## src/rtl/btb_pkg.sv

```systemverilog
// Shared types and default geometry for the set-associative BTB.
// Imported by the BTB top level and its victim selector.
package btb_pkg;

  localparam int PC_BITS_DEF  = 32;
  localparam int SET_BITS_DEF = 4;
  localparam int TAG_BITS_DEF = 4;
  localparam int WAYS_DEF     = 2;

  typedef struct packed {
    logic                    valid;
    logic [TAG_BITS_DEF-1:0] tag;
    logic [PC_BITS_DEF-1:0]  target;
  } btb_entry_t;

  typedef enum logic {
    IDLE,
    FLUSH
  } btb_state_t;

  function automatic int way_bits(input int ways);
    return (ways > 1) ? $clog2(ways) : 1;
  endfunction

endpackage

```

## src/rtl/btb_victim_sel.sv

```systemverilog
// Allocation way picker for one BTB set.
// Prefers the lowest invalid way, else the round-robin victim.
module btb_victim_sel #(
  parameter int WAYS     = 2,
  parameter int WAY_BITS = 1
) (
  input  logic [WAYS-1:0]     valid_i,
  input  logic [WAY_BITS-1:0] ptr_i,
  output logic [WAY_BITS-1:0] way_o,
  output logic                advance_o
);

  // Lowest free way wins; a full set evicts at the pointer
  always_comb begin
    advance_o = &valid_i;
    way_o     = ptr_i;
    for (int w = WAYS - 1; w >= 0; w--) begin
      if (!valid_i[w]) way_o = WAY_BITS'(w);
    end
  end

endmodule

```

## src/rtl/btb_assoc.sv

```systemverilog
// Set-associative branch target buffer with registered lookup,
// resolution-time update and a one-set-per-cycle flush engine.
module btb_assoc
  import btb_pkg::*;
#(
  parameter int PC_BITS  = PC_BITS_DEF,
  parameter int SET_BITS = SET_BITS_DEF,
  parameter int TAG_BITS = TAG_BITS_DEF,
  parameter int WAYS     = WAYS_DEF,
  parameter int WAY_BITS = way_bits(WAYS)
) (
  input  logic                clk,
  input  logic                reset,
  input  logic                lookupEn,
  input  logic [PC_BITS-1:0]  lookupPC,
  output logic                hit,
  output logic [PC_BITS-1:0]  predictedTarget,
  output logic [WAY_BITS-1:0] hitWay,
  input  logic                writeBTB,
  input  logic [PC_BITS-1:0]  oldPC,
  input  logic [PC_BITS-1:0]  resolvedTarget,
  input  logic                takenBranch,
  input  logic                flush,
  output logic                busy
);

  localparam int SETS = 1 << SET_BITS;
  localparam int TMSB = SET_BITS + TAG_BITS - 1;

  btb_state_t state_q, state_d;
  logic [SET_BITS-1:0] cnt_q, cnt_d;
  logic busy_q, busy_d;

  logic [SETS-1:0][WAYS-1:0]     valid_q, valid_d;
  logic [SETS-1:0][WAY_BITS-1:0] victim_q, victim_d;
  logic [TAG_BITS-1:0] tag_q    [SETS][WAYS];
  logic [PC_BITS-1:0]  target_q [SETS][WAYS];

  logic                hit_q, hit_d;
  logic [PC_BITS-1:0]  tgt_q, tgt_d;
  logic [WAY_BITS-1:0] way_q, way_d;

  logic [SET_BITS-1:0] lk_set, up_set;
  logic [TAG_BITS-1:0] lk_tag, up_tag;

  logic [WAYS-1:0]     up_match;
  logic [WAY_BITS-1:0] match_way;
  logic [WAY_BITS-1:0] alloc_way;
  logic                alloc_adv;
  logic                wr_en;
  logic [WAY_BITS-1:0] wr_way;

  assign lk_set = lookupPC[SET_BITS-1:0];
  assign lk_tag = lookupPC[TMSB:SET_BITS];
  assign up_set = oldPC[SET_BITS-1:0];
  assign up_tag = oldPC[TMSB:SET_BITS];

  generate
    if (TMSB < PC_BITS - 1) begin : g_hi
      logic unused_hi;
      assign unused_hi = ^{lookupPC[PC_BITS-1:TMSB+1],
                           oldPC[PC_BITS-1:TMSB+1]};
    end
  endgenerate

  // Tag compare for the fetch lookup; suppressed around flushes
  always_comb begin
    hit_d = 1'b0;
    tgt_d = '0;
    way_d = '0;
    if (lookupEn && state_q == IDLE && !flush) begin
      for (int w = WAYS - 1; w >= 0; w--) begin
        if (valid_q[lk_set][w] && tag_q[lk_set][w] == lk_tag) begin
          hit_d = 1'b1;
          tgt_d = target_q[lk_set][w];
          way_d = WAY_BITS'(w);
        end
      end
    end
  end

  // Tag compare for the resolving branch's set
  always_comb begin
    up_match  = '0;
    match_way = '0;
    for (int w = WAYS - 1; w >= 0; w--) begin
      up_match[w] = valid_q[up_set][w] && tag_q[up_set][w] == up_tag;
      if (up_match[w]) match_way = WAY_BITS'(w);
    end
  end

  btb_victim_sel #(
    .WAYS     (WAYS),
    .WAY_BITS (WAY_BITS)
  ) u_victim (
    .valid_i   (valid_q[up_set]),
    .ptr_i     (victim_q[up_set]),
    .way_o     (alloc_way),
    .advance_o (alloc_adv)
  );

  // Update, allocation and flush sequencing
  always_comb begin
    state_d  = state_q;
    cnt_d    = cnt_q;
    valid_d  = valid_q;
    victim_d = victim_q;
    wr_en    = 1'b0;
    wr_way   = alloc_way;
    unique case (state_q)
      IDLE: begin
        if (writeBTB) begin
          if (|up_match) begin
            if (takenBranch) begin
              wr_en  = 1'b1;
              wr_way = match_way;
            end else begin
              valid_d[up_set][match_way] = 1'b0;
            end
          end else if (takenBranch) begin
            wr_en = 1'b1;
            valid_d[up_set][alloc_way] = 1'b1;
            if (alloc_adv) begin
              victim_d[up_set] =
                (victim_q[up_set] == WAY_BITS'(WAYS - 1)) ?
                '0 : victim_q[up_set] + 1'b1;
            end
          end
        end
        if (flush) begin
          state_d = FLUSH;
          cnt_d   = '0;
        end
      end
      FLUSH: begin
        valid_d[cnt_q]  = '0;
        victim_d[cnt_q] = '0;
        cnt_d = cnt_q + 1'b1;
        if (cnt_q == SET_BITS'(SETS - 1)) state_d = IDLE;
      end
    endcase
    busy_d = (state_d == FLUSH);
  end

  // Control state, valid bits and lookup result registers
  always_ff @(posedge clk or posedge reset) begin
    if (reset) begin
      state_q  <= IDLE;
      cnt_q    <= '0;
      busy_q   <= 1'b0;
      valid_q  <= '0;
      victim_q <= '0;
      hit_q    <= 1'b0;
      tgt_q    <= '0;
      way_q    <= '0;
    end else begin
      state_q  <= state_d;
      cnt_q    <= cnt_d;
      busy_q   <= busy_d;
      valid_q  <= valid_d;
      victim_q <= victim_d;
      hit_q    <= hit_d;
      tgt_q    <= tgt_d;
      way_q    <= way_d;
    end
  end

  // Tag and target storage; validity lives in valid_q
  always_ff @(posedge clk) begin
    if (wr_en) begin
      tag_q[up_set][wr_way]    <= up_tag;
      target_q[up_set][wr_way] <= resolvedTarget;
    end
  end

  assign hit             = hit_q;
  assign predictedTarget = tgt_q;
  assign hitWay          = way_q;
  assign busy            = busy_q;

endmodule

```

## config.mk

```make
export PLATFORM = sky130hd
export DESIGN_NAME = btb_assoc
export DESIGN_NICKNAME = d
export VERILOG_FILES = /design/src/rtl/btb_pkg.sv /design/src/rtl/btb_victim_sel.sv /design/src/rtl/btb_assoc.sv
export SDC_FILE = /design/constraint.sdc
export NUM_CORES = 1
export LEC_CHECK = 0
export CAP_MARGIN = 10
export CORE_MARGIN = 10
export CORE_UTILIZATION = 65
export DETAILED_ROUTE_END_ITERATION = 8
export PLACE_DENSITY = 0.84
export SYNTH_ARGS = -nofsm -noshare
export SYNTH_HDL_FRONTEND = slang
export SYNTH_SLANG_ARGS = --single-unit
export TNS_END_PERCENT = 5
```

## constraint.sdc

```tcl
create_clock -name clk -period 8.6 [get_ports clk]
set_input_delay 1.29 -clock clk [delete_from_list [all_inputs] [get_ports clk]]
set_output_delay 1.29 -clock clk [all_outputs]
set_load 0.02 [all_outputs]
```

## Yosys cells after proc, flatten, opt, wreduce, memory -nomap -nowiden

Memories as Yosys holds them, arrays and structs flattened.
Index checks and enable logic that the tools add are counted.

| word-level totals | value |
|---|---|
| word-level logic and storage cells | 152 |
| ROM bits | 0 |
| memories kept | 2 |
| flip-flop bits (word level) | 87 |
| bits of input ports | 102 |
| bits in writable memories | 1152 |
| bits in latches | 0 |
| output and inout bits | 35 |

Memory list:

| memory | depth | bits a word | rd ports | clocked after memory_dff | wr ports | line | text |
|---|---|---|---|---|---|---|---|
| target_q | 16 | 64 | 1 | 0 | 1 | btb_assoc.sv:37 | `logic [PC_BITS-1:0] target_q [SETS][WAYS];` |
| tag_q | 16 | 8 | 2 | 0 | 1 | btb_assoc.sv:36 | `logic [TAG_BITS-1:0] tag_q [SETS][WAYS];` |

| operators by class | value |
|---|---|
| shifts and indexed selects | 0 |
| bitwise gates (word level) | 9 |
| multiplexer cells | 63 |
| divide/modulo/power cells | 0 |
| reduce and logical (&&, ||, !) cells | 16 |
| equal/unequal tests | 12 |
| multiply operators | 0 |
| $lt $le $gt $ge | 11 |
| add/sub/neg operators | 2 |

Operators with widths:

| kind | number |
|---|---|
| $mux 32 | 8 |
| $and 32x32->32 | 2 |
| $mux 16 | 4 |
| $mux 64 | 1 |
| $not 32->32 | 2 |
| $pmux 32 s2 | 1 |
| $demux 32 s1 | 1 |
| $or 32x32->32 | 1 |
| $pmux 16 s2 | 1 |
| $mux 1 | 25 |
| $demux 2 s4 | 3 |
| $and 16x16->16 | 1 |
| $bmux 2 s4 | 2 |
| $bwmux 16 | 1 |
| $eq 4x4->1 | 4 |
| $not 16->16 | 1 |
| $lt 4x5->1 const B | 3 |
| $logic_and 1x1->1 | 11 |
| $mux 2 | 5 |
| $ne 2x2->1 const B | 5 |
| $demux 1 s4 | 2 |
| $ge 4x1->1 const B | 2 |
| $mux 4 | 2 |
| $mux 8 | 1 |
| other kinds (21) | 24 |

## Depth between registers and ports, before layout

| logic depth | value |
|---|---|
| depth in word-level cells | 17 |
| mapped depth | 15 |
| mapped depth without buffers | 8 |

## Modules after synthesis

Synthesis repeated with hierarchy kept, for this count alone.

| unflattened totals | value |
|---|---|
| cell total of the unflattened synthesis | 2251 |
| area total of the unflattened synthesis | 49906.6 µm² |

By module, submodules not included:

| module | cells an instance | seq. area each (µm²) | times used | area each (µm²) |
|---|---|---|---|---|
| btb_assoc | 2248 | 36770.3 | 1 | 49889.1 |
| btb_victim_sel | 3 | 0.0 | 1 | 17.5 |

## Least setup slack after synthesis

OpenSTA, ideal clock, no wires.

| path | value |
|---|---|
| path kind | input to register |
| from | in oldPC[0] |
| to | mem tag_q[0][0] (netlist bit) (enable) |
| path slack | 2.979 ns |
| path buffers | 6 |
| setup time | 0.429 ns |
| arrival time | 5.192 ns |
| required time | 8.171 ns |
| cell stages on the path | 13 |
| cells stage by stage | buf_6 -> buf_6 -> buf_8 -> buf_6 -> mux4_2 -> nand2_1 -> a41oi_4 -> nor2_2 -> a21oi_1 -> or3_1 -> clkbuf_1 -> buf_2 -> nor2_1 |

| between the ends | value |
|---|---|
| longest elaborated chain between the ends | 15 |
| elaborated cells on any way between the ends | 25 |
| classes of those cells | order compare: 2; eq/ne: 2; mux: 15; bitwise: 1; reduce/logical: 4; memory: 1 |

RTL lines:

| item | line | text |
|---|---|---|
| start: declaration | btb_assoc.sv:20 | `input logic [PC_BITS-1:0] oldPC,` |
| $mem_v2 16x8 or $bmux 2 s4 (tied branches) | - |  |
| $eq 4x4->1 or $mux 2 (tied branches) | btb_assoc.sv:87, btb_assoc.sv:96 |  |
| $logic_and 1x1->1 | btb_assoc.sv:87 | `up_match[w] = valid_q[up_set][w] && tag_q[up_set][w] == up_tag;` |
| $mux 1 (2 in series) | btb_assoc.sv:88 | `if (up_match[w]) match_way = WAY_BITS'(w);` |
| $mux 1 | btb_assoc.sv:114 | `if (takenBranch) begin` |
| $mux 1 | btb_assoc.sv:113 | `if (\|up_match) begin` |
| $mux 1 | btb_assoc.sv:112 | `if (writeBTB) begin` |
| $mux 1 | btb_assoc.sv:110 | `unique case (state_q)` |
| $not 1->2 (implied by the code) | btb_assoc.sv:171 | `tag_q[up_set][wr_way] <= up_tag;` |
| $ge 2x2->1 (implied by the code) or $lt 2x1->1 (tied branches) | btb_assoc.sv:171 |  |
| $logic_and 1x1->1 (implied by the code) | btb_assoc.sv:171 |  |
| $mux 4 (implied by the code) | btb_assoc.sv:171 |  |
| $demux 4 s1 | btb_assoc.sv:171 |  |
| $mux 8 (implied by the code) | btb_assoc.sv:171 |  |
| end: declaration | btb_assoc.sv:36 |  |

Parallel ways exist; a longest one is shown, timed or not. The select of a mux whose other input is x is not followed.

## Worst setup path after layout

| path | value |
|---|---|
| from | in oldPC[1] |
| to | mem target_q[7][2] (netlist bit) (enable) |

| between the ends | value |
|---|---|
| longest elaborated chain between the ends | 15 |
| elaborated cells on any way between the ends | 25 |
| classes of those cells | order compare: 2; eq/ne: 2; mux: 15; bitwise: 1; reduce/logical: 4; memory: 1 |

RTL lines:

| item | line | text |
|---|---|---|
| $mem_v2 16x8 or $bmux 2 s4 (tied branches) | - |  |
| $eq 4x4->1 or $mux 2 (tied branches) | btb_assoc.sv:87, btb_assoc.sv:96 |  |
| $logic_and 1x1->1 | btb_assoc.sv:87 |  |
| $mux 1 (2 in series) | btb_assoc.sv:88 |  |
| $mux 1 | btb_assoc.sv:114 |  |
| $mux 1 | btb_assoc.sv:113 |  |
| $mux 1 | btb_assoc.sv:112 |  |
| $mux 1 | btb_assoc.sv:110 |  |
| $not 1->2 (implied by the code) | btb_assoc.sv:172 | `target_q[up_set][wr_way] <= resolvedTarget;` |
| $ge 2x2->1 (implied by the code) or $lt 2x1->1 (tied branches) | btb_assoc.sv:172 |  |
| $logic_and 1x1->1 (implied by the code) | btb_assoc.sv:172 |  |
| $mux 32 (implied by the code) | btb_assoc.sv:172 |  |
| $demux 32 s1 | btb_assoc.sv:172 |  |
| $mux 64 (implied by the code) | btb_assoc.sv:172 |  |
| end: declaration | btb_assoc.sv:37 |  |

Parallel ways exist; a longest one is shown, timed or not. The select of a mux whose other input is x is not followed.

==> report_table.html <==
<table>
<tr><th>Metric</th><th>Value</th></tr>
<tr><th colspan="2">Yosys</th></tr>
<tr><td>Top_reg_cell synth</td><td>sky130_fd_sc_hd__edfxtp_1</td></tr>
<tr><td>Share of synthesized area spent on multiplexers</td><td>19.13%</td></tr>
<tr><td>Synthesis Warnings</td><td>0</td></tr>
<tr><td>Most common cell in the netlist</td><td>sky130_fd_sc_hd__edfxtp_1</td></tr>
<tr><td>Share of synthesized flip-flops with an asynchronous set or reset</td><td>7.022%</td></tr>
<tr><td>Share of the synthesized area in the top cell type</td><td>69.77%</td></tr>
<tr><td>EDFF count, synth</td><td>1152</td></tr>
<tr><td>Area share of and/or/nand/nor cells after synthesis</td><td>1.845%</td></tr>
<tr><td>Post-synthesis net count</td><td>2384</td></tr>
<tr><td>Register area share after synthesis</td><td>74.16%</td></tr>
<tr><td>Post-synthesis register bit count</td><td>1239</td></tr>
<tr><td>Top area cells in the synthesized netlist</td><td>sky130_fd_sc_hd__edfxtp_1 70%, sky130_fd_sc_hd__mux4_2 19%, sky130_fd_sc_hd__dfrtp_1 4.4%</td></tr>
<tr><td>Post-Synth Adder-Cell Area</td><td>0.1009%</td></tr>
<tr><td>Post-synthesis cell area</td><td>49580 um2</td></tr>
<tr><td>Count of different cell masters after synthesis</td><td>58</td></tr>
<tr><td>Average cell area after synthesis</td><td>21.77 um2</td></tr>
<tr><td>Most numerous cell types in the synthesized netlist</td><td>1152 x sky130_fd_sc_hd__edfxtp_1, 408 x sky130_fd_sc_hd__mux4_2, 87 x sky130_fd_sc_hd__dfrtp_1</td></tr>
<tr><td>Leading area contributor after synthesis</td><td>sky130_fd_sc_hd__edfxtp_1</td></tr>
<tr><td>Compound-gate portion of the synthesized area</td><td>2.854%</td></tr>
<tr><td>Dominant combinational cell family by area after synthesis</td><td>multiplexers</td></tr>
<tr><td>Gate Count Post-Synth</td><td>2278</td></tr>
<tr><td>Xor and xnor fraction of the mapped netlist area</td><td>0.3180%</td></tr>
<tr><th colspan="2">CTS</th></tr>
<tr><td>Post-CTS resize count</td><td>0</td></tr>
<tr><td>Maximum number of buffers from clock root to sink</td><td>3</td></tr>
<tr><td>Number of levels in the clock H-tree</td><td>3</td></tr>
<tr><td>Clock tree sinks</td><td>1239</td></tr>
<tr><td>CTS buffer count</td><td>116</td></tr>
<tr><td>Number of post-CTS setup repair buffers</td><td>0</td></tr>
<tr><td>Clock-pin transition on the worst setup and hold timing paths</td><td>0.06 ns</td></tr>
<tr><td>Count of hold-fix buffers inserted at cts</td><td>0</td></tr>
<tr><td>Clock latency on the worst-skew pair</td><td>0.70 ns</td></tr>
<tr><td>CTS tree</td><td>built</td></tr>
<tr><td>Root Buffer Master</td><td>sky130_fd_sc_hd__clkbuf_16</td></tr>
<tr><th colspan="2">STA</th></tr>
<tr><td>Setup repair after global routing missed its margin</td><td>false</td></tr>
<tr><td>Worst clock skew</td><td>0.03095 ns</td></tr>
<tr><td>Slew Limit Headroom</td><td>13.39%</td></tr>
<tr><td>Maximum clock frequency</td><td>156.0 MHz</td></tr>
<tr><td>Worst hold slack</td><td>0.5449 ns</td></tr>
<tr><td>Final setup fails</td><td>0</td></tr>
<tr><td>Final hold violation count</td><td>0</td></tr>
<tr><td>Worst-margin pin slew</td><td>1.299 ns</td></tr>
<tr><td>Final critical-path share of the clock period</td><td>74.54%</td></tr>
<tr><td>Final TNS setup</td><td>0 ns</td></tr>
<tr><td>Number of max-slew violations in the final report</td><td>0</td></tr>
<tr><td>Minimum setup slack in the final design</td><td>2.190 ns</td></tr>
<tr><td>Final Critical Period</td><td>6.410 ns</td></tr>
<tr><th colspan="2">Worst setup path</th></tr>
<tr><td>Most common cell type on the critical path</td><td>sky130_fd_sc_hd__buf_4</td></tr>
<tr><td>Arrival @ worst endpoint</td><td>6.73 ns</td></tr>
<tr><td>Launching point of the worst reg2reg path</td><td>valid_q[7]</td></tr>
<tr><td>Slowest cell delay on critical path</td><td>1.14 ns</td></tr>
<tr><td>Kind of capture point of the worst setup path</td><td>flip-flop</td></tr>
<tr><td>Crit Path Class</td><td>in2reg</td></tr>
<tr><td>Critical Path Fanout Max</td><td>19</td></tr>
<tr><td>Cells along the critical path</td><td>clkdlybuf4s50_1, buf_4, mux4_2, nand2_1, a41oi_4, nor2_2, a21oi_1, or3_1, buf_4, nor2_4, buf_4</td></tr>
<tr><td>CP Launch Point</td><td>oldPC[1]</td></tr>
<tr><td>Critical-path cell with the highest stage delay</td><td>sky130_fd_sc_hd__clkdlybuf4s50_1</td></tr>
<tr><td>Startpoint kind of the worst setup timing path</td><td>input port</td></tr>
<tr><td>Critical path required time</td><td>8.92 ns</td></tr>
<tr><th colspan="2">Pwr</th></tr>
<tr><td>Power Density</td><td>230.9 nW/um2</td></tr>
<tr><td>Worst IR Drop VDD</td><td>0.0001896 V</td></tr>
<tr><td>Leakage power total</td><td>0.01783 uW</td></tr>
<tr><th colspan="2">Finish</th></tr>
<tr><td>Layout cells sized above 1</td><td>29.35%</td></tr>
<tr><td>Post-layout utilization of the core</td><td>73.69%</td></tr>
<tr><td>Post-layout net count</td><td>2523</td></tr>
<tr><td>Growth of design area from synthesis to finish</td><td>12.69%</td></tr>
<tr><th colspan="2">Floorplan</th></tr>
<tr><td>Horizontal extent of the die</td><td>296.2 um</td></tr>
<tr><td>Num ports</td><td>137</td></tr>
<tr><td>Die ar.</td><td>87730 um2</td></tr>
<tr><td>Std cell rows</td><td>101</td></tr>
<tr><td>Total core area</td><td>75820 um2</td></tr>
<tr><td>Die outline height</td><td>296.2 um</td></tr>
<tr><td>Effective utilization at floorplan</td><td>65.39%</td></tr>
<tr><th colspan="2">Placed design</th></tr>
<tr><td>Number of port buffers</td><td>88</td></tr>
<tr><td>Placer congestion estimate</td><td>0.9113</td></tr>
<tr><td>Pre-CTS WS</td><td>1.702 ns</td></tr>
<tr><td>HPWL after detailed placement</td><td>67970 um</td></tr>
<tr><th colspan="2">GRT</th></tr>
<tr><td>Wire length of the first global-routing pass</td><td>202000 um</td></tr>
<tr><td>Maximum number of pins on one net before global-route repair</td><td>76</td></tr>
<tr><td>Number of global-route vias before repair</td><td>27460</td></tr>
<tr><td>Total GRT Usage</td><td>32.58%</td></tr>
<tr><td>Number of antenna violations at the first check in global routing</td><td>4</td></tr>
<tr><td>Remaining global-route overflow</td><td>0</td></tr>
<tr><th colspan="2">Worst hold path</th></tr>
<tr><td>Startpoint of the worst hold path</td><td>victim_q[9]</td></tr>
<tr><td>Worst min path class</td><td>reg2reg</td></tr>
<tr><th colspan="2">Job</th></tr>
<tr><td>Number of maximum-capacitance violations</td><td>0</td></tr>
<tr><th colspan="2">Detailed routing</th></tr>
<tr><td>Drt pass-1 iters</td><td>6</td></tr>
<tr><td>Met1 Wirelength</td><td>46750 um</td></tr>
<tr><td>Final WL</td><td>139200 um</td></tr>
<tr><td>Total via count in the routed design</td><td>26880</td></tr>
<tr><td>Length of routed met3 wiring</td><td>16390 um</td></tr>
<tr><td>Final ANT Viol Nets</td><td>0</td></tr>
<tr><td>Highest metal layer with signal wires</td><td>met5</td></tr>
<tr><td>Met2 wirelength from detailed routing</td><td>68880 um</td></tr>
<tr><td>Routed WL per cell</td><td>39.80 um</td></tr>
<tr><td>DR iter-0 viols</td><td>4559</td></tr>
<tr><td>Mean number of vias per cell</td><td>7.682</td></tr>
<tr><td>DRC</td><td>0</td></tr>
<tr><th colspan="2">Outcome</th></tr>
<tr><td>Result of the run</td><td>finished clean</td></tr>
</table>
-- power by group --
part / switching, uW / total [uW] / leakage, uW / internal, uW
logic: 540 / 868 / 0.00432 / 328
clock network: 2320 / 5360 / 0.00196 / 3040
registers: 39.9 / 6670 / 0.0116 / 6630
-- area by class of cell --
| type | instances | area [um2] |
|---|---|---|
| Sequential cell | 1239 | 36770 |
| Antenna cell | 3 | 7.507 |
| Fill cell | 3772 | 19950 |
| Timing Repair Buffer | 160 | 1448 |
| Inverter | 39 | 148.9 |
| Clock buffer | 153 | 3264 |
| Clock inverter | 66 | 718.2 |
| Tap cell | 978 | 1224 |
| Multi-Input combinational cell | 861 | 12300 |
-- cell usage in the layout (no fill, tap or decap), types with 27 or more instances in the layout --
master,instances
sky130_fd_sc_hd__nand2_1,45
sky130_fd_sc_hd__edfxtp_1,1152
sky130_fd_sc_hd__mux4_2,408
sky130_fd_sc_hd__nor2_4,32
sky130_fd_sc_hd__clkbuf_16,118
sky130_fd_sc_hd__o21ai_0,56
sky130_fd_sc_hd__o2bb2ai_1,35
sky130_fd_sc_hd__a21oi_1,35
sky130_fd_sc_hd__inv_1,36
sky130_fd_sc_hd__dfrtp_1,87
sky130_fd_sc_hd__nand4_1,27
sky130_fd_sc_hd__clkdlybuf4s50_1,82
sky130_fd_sc_hd__nor2_1,42
sky130_fd_sc_hd__buf_4,70
-- worst max-delay path, delay by kind of cell --
family	cells	cell delay, ns
buffers and inverters	4	2.35
AND/OR/NAND/NOR	4	2.14
AO/OA/AOI/OAI	2	0.57
multiplexers	1	0.32
-- per-layer routing --
layer	track usage, %	up-vias
met5	0.4533	-
met4	14.78	2
met3	8.022	517
met2	52.24	2563
met1	42.45	13860
li1	-	9935
-- path summary, 6_finish.rpt --
path | endpoint | slack (ns) | cells after the start
setup / recovery | target_q[7][2] | 2.19 | 11
hold / removal | victim_q[9] | 0.54 | 1
setup reg to reg | target_q[7][2] | 3.70 | 9
hold reg to reg | victim_q[9] | 0.54 | 1
max in group asynchronous | predictedTarget[27] | 6.24 | 3
min in group asynchronous | predictedTarget[0] | 1.00 | 2
-- sequential cells by signal, summed over array words and instances, names as in the netlist --
| name | flops |
|---|---|
| victim_q | 16 |
| valid_q | 32 |
| predictedTarget | 32 |
| hit | 1 |
| hitWay | 1 |
| cnt_q | 4 |
| target_q | 1024 |
| tag_q | 128 |
| busy | 1 |
-- through the flow --
stage | power, uW | std cells | area, um2
6_report | 12900 | 3499 | 55880
5_1_grt | 13190 | 3498 | 55870
4_1_cts | 12910 | 3494 | 55840
3_5_place_dp | 7622 | 3275 | 51860
3_3_place_gp | 7586 | 3275 | 51860
2_1_floorplan | 7319 | 2278 | 49580
-- cells by family (layout without fill, tap and decap cells) --
logic type / count (synthesis) / count (layout)
adders and majority gates: 4 / 4
buffers and inverters: 178 / 418
and+or+nand+nor: 195 / 195
DFF: 1239 / 1239
xor gates and xnor gates: 18 / 18
other: 0 / 3
AOI/OAI and AO/OA: 208 / 208
muxes: 436 / 436
No activity file was read; power rests on OpenSTA's default activity.
